==> config.mk <==
export PLATFORM = sky130hd
export DESIGN_NAME = sdram_arbiter_flat
export DESIGN_NICKNAME = d
export VERILOG_FILES = /design/src/rtl/sdram_arbiter_if.sv /design/src/rtl/sdram_arbiter.sv /design/src/flat_wrapper.sv
export SDC_FILE = /design/constraint.sdc
export NUM_CORES = 1
export LEC_CHECK = 0
export CAP_MARGIN = 40
export CORE_UTILIZATION = 44
export DETAILED_ROUTE_END_ITERATION = 12
export GPL_TIMING_DRIVEN = 0
export MAX_ROUTING_LAYER = met4
export PLACE_DENSITY_LB_ADDON = 0.25
export RECOVER_POWER = 50
export REMOVE_ABC_BUFFERS = 1
export SLEW_MARGIN = 30
export SYNTH_ARGS = -nofsm -noshare
export SYNTH_HDL_FRONTEND = slang
export SYNTH_SLANG_ARGS = --single-unit
==> constraint.sdc <==
create_clock -name clk -period 4 [get_ports clk]
set_input_delay 0.4 -clock clk [delete_from_list [all_inputs] [get_ports clk]]
set_output_delay 0.4 -clock clk [all_outputs]
set_load 0.03 [all_outputs]
==> src/rtl/sdram_arbiter_if.sv <==
`default_nettype none
// ============================================================================
// Module      : sdram_arbiter_if
// Description : Requester-side and controller-side bus bundle of the SDRAM
//               arbiter. The arbiter uses the slave modport. The requesters
//               plus the SDRAM controller use the master modport.
// Revision    : 1.0 - initial release
// ============================================================================
interface sdram_arbiter_if;
    // Port 0: video fetch, read-only
    logic        p0_req;
    logic [23:0] p0_addr;
    logic [15:0] p0_dout;
    logic        p0_ack;

    // Port 1: CPU
    logic        p1_req;
    logic        p1_we;
    logic [23:0] p1_addr;
    logic [15:0] p1_din;
    logic [1:0]  p1_ds;
    logic [15:0] p1_dout;
    logic        p1_ack;

    // Port 2: peripheral DMA
    logic        p2_req;
    logic        p2_we;
    logic [23:0] p2_addr;
    logic [15:0] p2_din;
    logic [1:0]  p2_ds;
    logic [15:0] p2_dout;
    logic        p2_ack;

    // SDRAM controller chipset side
    logic [23:0] sd_addr;
    logic [15:0] sd_din;
    logic [1:0]  sd_ds;
    logic        sd_oe;
    logic        sd_we;
    logic [15:0] sd_dout;

    modport slave (
        input  p0_req, p0_addr,
        output p0_dout, p0_ack,
        input  p1_req, p1_we, p1_addr, p1_din, p1_ds,
        output p1_dout, p1_ack,
        input  p2_req, p2_we, p2_addr, p2_din, p2_ds,
        output p2_dout, p2_ack,
        output sd_addr, sd_din, sd_ds, sd_oe, sd_we,
        input  sd_dout
    );

    modport master (
        output p0_req, p0_addr,
        input  p0_dout, p0_ack,
        output p1_req, p1_we, p1_addr, p1_din, p1_ds,
        input  p1_dout, p1_ack,
        output p2_req, p2_we, p2_addr, p2_din, p2_ds,
        input  p2_dout, p2_ack,
        input  sd_addr, sd_din, sd_ds, sd_oe, sd_we,
        output sd_dout
    );
endinterface
`default_nettype wire

==> src/rtl/sdram_arbiter.sv <==
`default_nettype none
// ============================================================================
// Module      : sdram_arbiter
// Description : Shares one single-slot SDRAM controller between three
//               requesters. Port 0 has fixed top priority. Ports 1 and 2
//               alternate round-robin. Tracks the controller's 8-clock slot
//               via sync, issues one grant per slot, returns read data with a
//               one-cycle ack and forces an idle (refresh) slot after
//               REFRESH_MAX consecutive granted slots.
// Revision    : 1.0 - initial release
// ============================================================================
module sdram_arbiter #(
    parameter int REFRESH_MAX = 32
) (
    input  logic           clk,
    input  logic           reset_n,
    input  logic           sync,
    sdram_arbiter_if.slave bus
);

    localparam int         CNT_W      = $clog2(REFRESH_MAX + 1);
    localparam logic [2:0] LAST_PHASE = 3'd7;
    localparam logic [2:0] DONE_PHASE = 3'd6;

    typedef enum logic [1:0] {
        GNT_NONE = 2'd0,
        GNT_P0   = 2'd1,
        GNT_P1   = 2'd2,
        GNT_P2   = 2'd3
    } grant_e;

    logic [2:0]       phase_q,   phase_d;
    logic             aligned_q, aligned_d;
    logic             rr_q,      rr_d;       // 0: port 1 preferred, 1: port 2
    logic [CNT_W-1:0] refresh_q, refresh_d;
    grant_e           grant_q,   grant_d;
    logic [23:0]      sd_addr_q, sd_addr_d;
    logic [15:0]      sd_din_q,  sd_din_d;
    logic [1:0]       sd_ds_q,   sd_ds_d;
    logic             sd_oe_q,   sd_oe_d;
    logic             sd_we_q,   sd_we_d;
    logic [15:0]      p0_dout_q, p0_dout_d;
    logic [15:0]      p1_dout_q, p1_dout_d;
    logic [15:0]      p2_dout_q, p2_dout_d;
    logic             p0_ack_q,  p0_ack_d;
    logic             p1_ack_q,  p1_ack_d;
    logic             p2_ack_q,  p2_ack_d;

    logic   slot_start;
    logic   aligned_now;
    logic   decide;
    logic   refresh_due;
    logic   elig_p0, elig_p1, elig_p2;
    grant_e grant_pick;

    // A new slot opens when sync meets phase 7; the aligning sync itself
    // opens the first slot after reset.
    assign slot_start  = (phase_q == LAST_PHASE) && sync;
    assign aligned_now = aligned_q || sync;
    assign decide      = slot_start && aligned_now;
    assign refresh_due = (refresh_q == CNT_W'(REFRESH_MAX));

    // A port whose ack is showing sits out this decision.
    assign elig_p0 = bus.p0_req && !p0_ack_q;
    assign elig_p1 = bus.p1_req && !p1_ack_q;
    assign elig_p2 = bus.p2_req && !p2_ack_q;

    // Priority pick: forced refresh, then port 0, then round-robin 1/2.
    always_comb begin
        grant_pick = GNT_NONE;
        if (refresh_due) begin
            grant_pick = GNT_NONE;
        end else if (elig_p0) begin
            grant_pick = GNT_P0;
        end else if (!rr_q) begin
            if (elig_p1)      grant_pick = GNT_P1;
            else if (elig_p2) grant_pick = GNT_P2;
        end else begin
            if (elig_p2)      grant_pick = GNT_P2;
            else if (elig_p1) grant_pick = GNT_P1;
        end
    end

    // Next state: phase tracking, completion at phase 6, slot loading at decision.
    always_comb begin
        phase_d   = phase_q;
        aligned_d = aligned_q;
        rr_d      = rr_q;
        refresh_d = refresh_q;
        grant_d   = grant_q;
        sd_addr_d = sd_addr_q;
        sd_din_d  = sd_din_q;
        sd_ds_d   = sd_ds_q;
        sd_oe_d   = sd_oe_q;
        sd_we_d   = sd_we_q;
        p0_dout_d = p0_dout_q;
        p1_dout_d = p1_dout_q;
        p2_dout_d = p2_dout_q;
        p0_ack_d  = 1'b0;
        p1_ack_d  = 1'b0;
        p2_ack_d  = 1'b0;

        // Phase parks at 7 until the controller's sync arrives.
        if (phase_q != LAST_PHASE) begin
            phase_d = phase_q + 3'd1;
        end else if (sync) begin
            phase_d   = 3'd0;
            aligned_d = 1'b1;
        end

        // Read data is valid from the controller at the end of phase 6.
        if (phase_q == DONE_PHASE) begin
            case (grant_q)
                GNT_P0: begin
                    p0_ack_d  = 1'b1;
                    p0_dout_d = bus.sd_dout;
                end
                GNT_P1: begin
                    p1_ack_d = 1'b1;
                    if (!sd_we_q) p1_dout_d = bus.sd_dout;
                end
                GNT_P2: begin
                    p2_ack_d = 1'b1;
                    if (!sd_we_q) p2_dout_d = bus.sd_dout;
                end
                default: ;
            endcase
        end

        if (decide) begin
            grant_d   = grant_pick;
            refresh_d = (grant_pick == GNT_NONE) ? '0 : refresh_q + CNT_W'(1);
            case (grant_pick)
                GNT_P0: begin
                    sd_addr_d = bus.p0_addr;
                    sd_ds_d   = 2'b11;
                    sd_oe_d   = 1'b1;
                    sd_we_d   = 1'b0;
                end
                GNT_P1: begin
                    sd_addr_d = bus.p1_addr;
                    sd_din_d  = bus.p1_din;
                    sd_ds_d   = bus.p1_ds;
                    sd_oe_d   = !bus.p1_we;
                    sd_we_d   = bus.p1_we;
                    rr_d      = 1'b1;
                end
                GNT_P2: begin
                    sd_addr_d = bus.p2_addr;
                    sd_din_d  = bus.p2_din;
                    sd_ds_d   = bus.p2_ds;
                    sd_oe_d   = !bus.p2_we;
                    sd_we_d   = bus.p2_we;
                    rr_d      = 1'b0;
                end
                default: begin
                    sd_oe_d = 1'b0;
                    sd_we_d = 1'b0;
                end
            endcase
        end
    end

    // State register with synchronous active-low reset.
    always_ff @(posedge clk) begin
        if (!reset_n) begin
            phase_q   <= LAST_PHASE;
            aligned_q <= 1'b0;
            rr_q      <= 1'b0;
            refresh_q <= '0;
            grant_q   <= GNT_NONE;
            sd_addr_q <= 24'h000000;
            sd_din_q  <= 16'h0000;
            sd_ds_q   <= 2'b00;
            sd_oe_q   <= 1'b0;
            sd_we_q   <= 1'b0;
            p0_dout_q <= 16'h0000;
            p1_dout_q <= 16'h0000;
            p2_dout_q <= 16'h0000;
            p0_ack_q  <= 1'b0;
            p1_ack_q  <= 1'b0;
            p2_ack_q  <= 1'b0;
        end else begin
            phase_q   <= phase_d;
            aligned_q <= aligned_d;
            rr_q      <= rr_d;
            refresh_q <= refresh_d;
            grant_q   <= grant_d;
            sd_addr_q <= sd_addr_d;
            sd_din_q  <= sd_din_d;
            sd_ds_q   <= sd_ds_d;
            sd_oe_q   <= sd_oe_d;
            sd_we_q   <= sd_we_d;
            p0_dout_q <= p0_dout_d;
            p1_dout_q <= p1_dout_d;
            p2_dout_q <= p2_dout_d;
            p0_ack_q  <= p0_ack_d;
            p1_ack_q  <= p1_ack_d;
            p2_ack_q  <= p2_ack_d;
        end
    end

    assign bus.sd_addr = sd_addr_q;
    assign bus.sd_din  = sd_din_q;
    assign bus.sd_ds   = sd_ds_q;
    assign bus.sd_oe   = sd_oe_q;
    assign bus.sd_we   = sd_we_q;
    assign bus.p0_dout = p0_dout_q;
    assign bus.p1_dout = p1_dout_q;
    assign bus.p2_dout = p2_dout_q;
    assign bus.p0_ack  = p0_ack_q;
    assign bus.p1_ack  = p1_ack_q;
    assign bus.p2_ack  = p2_ack_q;

endmodule
`default_nettype wire

==> src/flat_wrapper.sv <==
// flat-port wrapper written by rule: the top's interface ports become plain ports
module sdram_arbiter_flat 
#(
    parameter int REFRESH_MAX = 32
)
  (clk, reset_n, sync, bus_p0_req, bus_p0_addr, bus_p0_dout, bus_p0_ack, bus_p1_req, bus_p1_we, bus_p1_addr, bus_p1_din, bus_p1_ds, bus_p1_dout, bus_p1_ack, bus_p2_req, bus_p2_we, bus_p2_addr, bus_p2_din, bus_p2_ds, bus_p2_dout, bus_p2_ack, bus_sd_addr, bus_sd_din, bus_sd_ds, bus_sd_oe, bus_sd_we, bus_sd_dout);
  sdram_arbiter_if bus_i ();
  input  logic clk;
  input  logic reset_n;
  input  logic sync;
  input wire logic [$bits(bus_i.p0_req)-1:0] bus_p0_req;
  input wire logic [$bits(bus_i.p0_addr)-1:0] bus_p0_addr;
  output wire logic [$bits(bus_i.p0_dout)-1:0] bus_p0_dout;
  output wire logic [$bits(bus_i.p0_ack)-1:0] bus_p0_ack;
  input wire logic [$bits(bus_i.p1_req)-1:0] bus_p1_req;
  input wire logic [$bits(bus_i.p1_we)-1:0] bus_p1_we;
  input wire logic [$bits(bus_i.p1_addr)-1:0] bus_p1_addr;
  input wire logic [$bits(bus_i.p1_din)-1:0] bus_p1_din;
  input wire logic [$bits(bus_i.p1_ds)-1:0] bus_p1_ds;
  output wire logic [$bits(bus_i.p1_dout)-1:0] bus_p1_dout;
  output wire logic [$bits(bus_i.p1_ack)-1:0] bus_p1_ack;
  input wire logic [$bits(bus_i.p2_req)-1:0] bus_p2_req;
  input wire logic [$bits(bus_i.p2_we)-1:0] bus_p2_we;
  input wire logic [$bits(bus_i.p2_addr)-1:0] bus_p2_addr;
  input wire logic [$bits(bus_i.p2_din)-1:0] bus_p2_din;
  input wire logic [$bits(bus_i.p2_ds)-1:0] bus_p2_ds;
  output wire logic [$bits(bus_i.p2_dout)-1:0] bus_p2_dout;
  output wire logic [$bits(bus_i.p2_ack)-1:0] bus_p2_ack;
  output wire logic [$bits(bus_i.sd_addr)-1:0] bus_sd_addr;
  output wire logic [$bits(bus_i.sd_din)-1:0] bus_sd_din;
  output wire logic [$bits(bus_i.sd_ds)-1:0] bus_sd_ds;
  output wire logic [$bits(bus_i.sd_oe)-1:0] bus_sd_oe;
  output wire logic [$bits(bus_i.sd_we)-1:0] bus_sd_we;
  input wire logic [$bits(bus_i.sd_dout)-1:0] bus_sd_dout;
  assign bus_i.p0_req = bus_p0_req;
  assign bus_i.p0_addr = bus_p0_addr;
  assign bus_p0_dout = bus_i.p0_dout;
  assign bus_p0_ack = bus_i.p0_ack;
  assign bus_i.p1_req = bus_p1_req;
  assign bus_i.p1_we = bus_p1_we;
  assign bus_i.p1_addr = bus_p1_addr;
  assign bus_i.p1_din = bus_p1_din;
  assign bus_i.p1_ds = bus_p1_ds;
  assign bus_p1_dout = bus_i.p1_dout;
  assign bus_p1_ack = bus_i.p1_ack;
  assign bus_i.p2_req = bus_p2_req;
  assign bus_i.p2_we = bus_p2_we;
  assign bus_i.p2_addr = bus_p2_addr;
  assign bus_i.p2_din = bus_p2_din;
  assign bus_i.p2_ds = bus_p2_ds;
  assign bus_p2_dout = bus_i.p2_dout;
  assign bus_p2_ack = bus_i.p2_ack;
  assign bus_sd_addr = bus_i.sd_addr;
  assign bus_sd_din = bus_i.sd_din;
  assign bus_sd_ds = bus_i.sd_ds;
  assign bus_sd_oe = bus_i.sd_oe;
  assign bus_sd_we = bus_i.sd_we;
  assign bus_i.sd_dout = bus_sd_dout;
  sdram_arbiter #(.REFRESH_MAX(REFRESH_MAX)) u_core (.clk(clk), .reset_n(reset_n), .sync(sync), .bus(bus_i));
endmodule
==> metrics.txt <==
# TYPE chip_impl_metric gauge
chip_impl_info{name="run_status",value="finished, violations left"} 1
chip_impl_info{name="violations",value="capacitance limit, slew limit"} 1
chip_impl_metric{name="leakage_power_figure",unit="nW"} 2.76
chip_impl_metric{name="power_after_layout",unit="mW"} 2.87
chip_impl_metric{name="synth_seq_area_share",unit="%"} 46.3
chip_impl_metric{name="initial_utilization",unit="%"} 45.2
chip_impl_info{name="rr_startpoint",value="u_core.refresh_q[0]$_SDFFE_PN0P_"} 1
chip_impl_metric{name="port_buffers",unit=""} 226
chip_impl_metric{name="finalCritPeriodShare",unit="%"} 72.4
chip_impl_info{name="whs_endpoint",value="u_core.bus.p1_dout[4]$_SDFFE_PN0P_"} 1
chip_impl_metric{name="clock-skew-final",unit="ps"} 8.42
chip_impl_metric{name="cts_resized",unit=""} 0
chip_impl_metric{name="max_slew_margin",unit="%"} -31.2
chip_impl_info{name="setup.worst_path.start_class",value="input port"} 1
chip_impl_metric{name="timing.reg2reg.worst_path_depth",unit=""} 7
chip_impl_metric{name="timing_worst_slew_pin_value",unit="ps"} 1970
chip_impl_metric{name="whs_path_depth",unit=""} 2
chip_impl_metric{name="synth_enable_flop_cells",unit=""} 0
chip_impl_metric{name="fillers",unit=""} 822
chip_impl_metric{name="yosys_warnings",unit=""} 0
chip_impl_metric{name="die_h",unit="µm"} 104
chip_impl_metric{name="num-nets-final",unit=""} 908
chip_impl_info{name="slowest_stage",value="clkbuf_1"} 1
chip_impl_info{name="rsz0062_at_grt",value="false"} 1
chip_impl_metric{name="mappedNetlistArea",unit="µm²"} 4620
chip_impl_info{name="synth-main-ff-cell",value="dfxtp_1"} 1
chip_impl_metric{name="grtUsageTotal",unit="%"} 27.4
chip_impl_metric{name="first_global_vias",unit=""} 4734
chip_impl_metric{name="irDropWorstVdd",unit="V"} 0.000207
chip_impl_metric{name="number_of_nets_with_antenna_violations_after_routing",unit=""} 0
chip_impl_metric{name="vias",unit=""} 4915
chip_impl_info{name="r2r-end",value="u_core.rr_q$_SDFFE_PN0P_"} 1
chip_impl_metric{name="floorplan.die_area",unit="µm²"} 10900
chip_impl_metric{name="ctsHoldBuffers",unit=""} 0
chip_impl_metric{name="remaining_drc_errors",unit=""} 0
chip_impl_metric{name="critical_path_arrival",unit="ps"} 3170
chip_impl_metric{name="placement.cell_area",unit="µm²"} 6940
chip_impl_metric{name="met1_length",unit="µm"} 5540
chip_impl_metric{name="dp_cells",unit=""} 896
chip_impl_metric{name="postCtsSetupBuffers",unit=""} 0
chip_impl_metric{name="r2r_setup_slack",unit="ps"} 1380
chip_impl_metric{name="post_drt_via_cell_ratio",unit=""} 5.39
chip_impl_metric{name="final_global_route_overflow_total",unit=""} 0
chip_impl_metric{name="drt_iter0_markers",unit=""} 251
chip_impl_metric{name="number_of_diodes",unit=""} 0
chip_impl_metric{name="setup_viol_count_final",unit=""} 0
chip_impl_metric{name="wl_per_cell",unit="µm"} 15.8
chip_impl_metric{name="antenna_found_initial",unit=""} 0
chip_impl_metric{name="drv_slew",unit=""} 46
chip_impl_metric{name="hold_violations",unit=""} 0
chip_impl_metric{name="cts-htree-levels",unit=""} 3
chip_impl_metric{name="layout_setup_ws",unit="ps"} 1100
chip_impl_info{name="crit_path_cell_trace",value="clkbuf_1 > clkinvlp_2 > clkbuf_1 > a31oi_1"} 1
chip_impl_info{name="timing_worst_setup_path_type",value="input port to flop"} 1
chip_impl_metric{name="fin_util",unit="%"} 69.3
chip_impl_info{name="critical_path.top_delay_family",value="buffers and inverters"} 1
chip_impl_metric{name="max_cap_violations",unit=""} 1
chip_impl_metric{name="netlist_instances",unit=""} 573
chip_impl_metric{name="pwr_density_cell",unit="nW/µm²"} 405
chip_impl_metric{name="worstSetupPathDepth",unit=""} 4
chip_impl_metric{name="path_buf_inv",unit=""} 3
chip_impl_metric{name="worst-endpoint-required",unit="ps"} 4270
chip_impl_metric{name="finalCriticalPeriod",unit="ps"} 2900
chip_impl_info{name="min_from",value="u_core.bus.p1_dout[4]$_SDFFE_PN0P_"} 1
chip_impl_metric{name="place_congestion",unit=""} 0.850
chip_impl_metric{name="met2_wirelength_from_detailed_routing",unit="µm"} 7530
chip_impl_metric{name="met3_wirelength",unit="µm"} 944
chip_impl_metric{name="dp.final_hpwl",unit="µm"} 10500
chip_impl_info{name="ctsRootBufferMaster",value="clkbuf_8"} 1
chip_impl_metric{name="fraction_of_registers_with_async_set_reset",unit="%"} 0
chip_impl_info{name="crit_top_cell",value="clkbuf_1"} 1
chip_impl_metric{name="die_width",unit="µm"} 104
chip_impl_metric{name="wire_length_of_the_first_global_routing_pass",unit="µm"} 23100
chip_impl_metric{name="worst_setup_hold_path_clk_slew",unit="ps"} 110
chip_impl_info{name="yosys-top-cells-area",value="dfxtp_1 46%, nand2_1 13%, a21oi_1 7.3%, a31oi_1 5.7%, o21ai_0 4.5%"} 1
chip_impl_metric{name="synth_area_per_cell",unit="µm²"} 8.07
chip_impl_metric{name="yosys_register_bits",unit=""} 107
chip_impl_metric{name="detailedRoute.firstPassIterationCount",unit=""} 5
chip_impl_metric{name="floorplan.core_area",unit="µm²"} 10200
chip_impl_metric{name="final_cell_count_no_fill",unit=""} 912
chip_impl_metric{name="timing.critical_path.fanout_max",unit=""} 45
chip_impl_metric{name="clock_sinks",unit=""} 107
chip_impl_info{name="timing.hold.worst.class",value="flop to flop"} 1
chip_impl_info{name="dr.max_layer_used",value="met4"} 1
chip_impl_metric{name="post-route-cell-area",unit="µm²"} 7090
chip_impl_metric{name="yosysTopAreaCellShare",unit="%"} 46.3
chip_impl_metric{name="row_count",unit=""} 37
chip_impl_metric{name="routed_wire_length",unit="µm"} 14400
chip_impl_info{name="synth_area_leader_cell",value="dfxtp_1"} 1
chip_impl_metric{name="largest_net_degree_at_the_start_of_global_routing",unit=""} 46
chip_impl_metric{name="area_delta_synth_final",unit="%"} 53.5
chip_impl_metric{name="worst_path_largest_cell_delay",unit="ps"} 880
chip_impl_metric{name="synthDistinctLibCells",unit=""} 42
chip_impl_metric{name="maxClockFrequency",unit="MHz"} 345
chip_impl_metric{name="drive_above_1_share",unit="%"} 4.38
chip_impl_metric{name="design.portCount",unit=""} 227
chip_impl_metric{name="max-clock-path-buffers",unit=""} 2
chip_impl_info{name="tritoncts",value="yes"} 1
chip_impl_metric{name="clkLatencyLatePin",unit="ps"} 370
chip_impl_info{name="crit_path_end_kind",value="flop"} 1
chip_impl_metric{name="cts_buffer_count",unit=""} 9
chip_impl_metric{name="post-place-ws",unit="ps"} 1220
## sequential cells by signal, summed over array words and instances, names as in the netlist
| signal | flops |
|---|---|
| u_core.bus.p0_ack | 1 |
| u_core.bus.p0_dout | 16 |
| u_core.bus.p1_ack | 1 |
| u_core.bus.p1_dout | 16 |
| u_core.bus.p2_ack | 1 |
| u_core.bus.p2_dout | 16 |
| u_core.bus.sd_addr | 24 |
| u_core.bus.sd_din | 16 |
| u_core.bus.sd_ds | 2 |
| u_core.bus.sd_oe | 1 |
| u_core.bus.sd_we | 1 |
| u_core.grant_q | 2 |
| u_core.phase_q | 3 |
| u_core.refresh_q | 6 |
| u_core.rr_q | 1 |
## layer usage
metal | vias up | global-route usage (%)
li1 | 2381 | -
met4 | 0 | 10.2
met2 | 181 | 48.8
met1 | 2325 | 29.6
met3 | 28 | 6.14
met5 | - | -
## worst reg2reg max path: cells and delay by family, from the launching register on
| kind | cells | cell delay [ps] |
|---|---|---|
| adder cells (fa/ha/maj) | 1 | 190 |
| AND/OR/NAND/NOR | 3 | 910 |
| multiplexers | 1 | 250 |
| flip-flops | 1 | 390 |
| AO/OA/AOI/OAI | 1 | 630 |
| buffers and inverters | 1 | 80 |
## kinds of logic (layout without fill, tap and decap cells)
group | Yosys count | after routing | share of synthesized area [%]
AO/OA/AOI/OAI | 164 | 164 | 19.8
multiplexers | 18 | 18 | 3.93
AND/OR/NAND/NOR | 231 | 231 | 23.0
buffers and inverters | 48 | 251 | 5.58
adder cells (fa/ha/maj) | 5 | 5 | 1.35
flip-flops | 107 | 107 | 46.3
## Yosys cell counts (3+ instances only)
cell type	instances
a21oi_1	67
a31oi_1	42
and2_1	3
and4_1	12
buf_2	12
buf_4	6
buf_6	5
clkbuf_1	18
dfxtp_1	107
ha_1	5
inv_1	3
mux2i_1	17
nand2_1	158
nand3_1	19
nor2_1	9
nor2b_1	14
nor3_2	3
o21ai_0	42
## placed cells by master (no fill, tap or decap), types with 2 or more instances in the layout
cell	count
clkbuf_8	9
ha_1	5
clkbuf_1	4
nor2b_1	14
mux2i_1	17
nor3_4	3
dlygate4sd3_1	79
buf_16	2
o211ai_1	2
nor3_1	2
and2_1	2
inv_6	2
o21ai_0	42
inv_1	3
dfxtp_1	107
nand3_1	19
and4_1	12
nor2_1	9
nand2b_4	2
a21oi_1	66
o22ai_1	2
nand2_1	158
a31oi_1	42
o21a_1	2
clkdlybuf4s50_1	146
## metrics by stage
| step | TNS, ps | hold WS, ps |
|---|---|---|
| 2_1_floorplan | 0 | 458 |
| 3_3_place_gp | -18770 | 442 |
| 3_5_place_dp | 0 | 447 |
| 4_1_cts | 0 | 461 |
| 5_1_grt | 0 | 486 |
| 6_report | 0 | 457 |
## worst max path at each step
stage                                           startpoint                            end
after global placement                             reset_n   u_core.bus.p2_ack$_SDFF_PN0_
after CTS                 u_core.refresh_q[0]$_SDFFE_PN0P_       u_core.rr_q$_SDFFE_PN0P_
after global routing                               reset_n  u_core.bus.sd_oe$_SDFFE_PN0P_
after detailed placement                        bus_p0_req       u_core.rr_q$_SDFFE_PN0P_
after floorplan           u_core.refresh_q[0]$_SDFFE_PN0P_       u_core.rr_q$_SDFFE_PN0P_
final                                              reset_n  u_core.bus.sd_oe$_SDFFE_PN0P_
## power breakdown
group	switching, mW	internal [mW]
registers	0.0754	1.19
logic	0.561	0.411
clock network	0.392	0.238
total	1.03	1.84
## area by class of cell
type,count,area (µm²),area share (%)
timing repair buffer,230,2330,32.8
inverter,5,20.0,0.282
multi-input combinational,418,2260,31.8
clock inverter,5,45.0,0.635
clock buffer,11,131,1.85
sequential,107,2140,30.2
tap,136,170,2.40
Note: power is estimated with default switching activity, not from simulation.
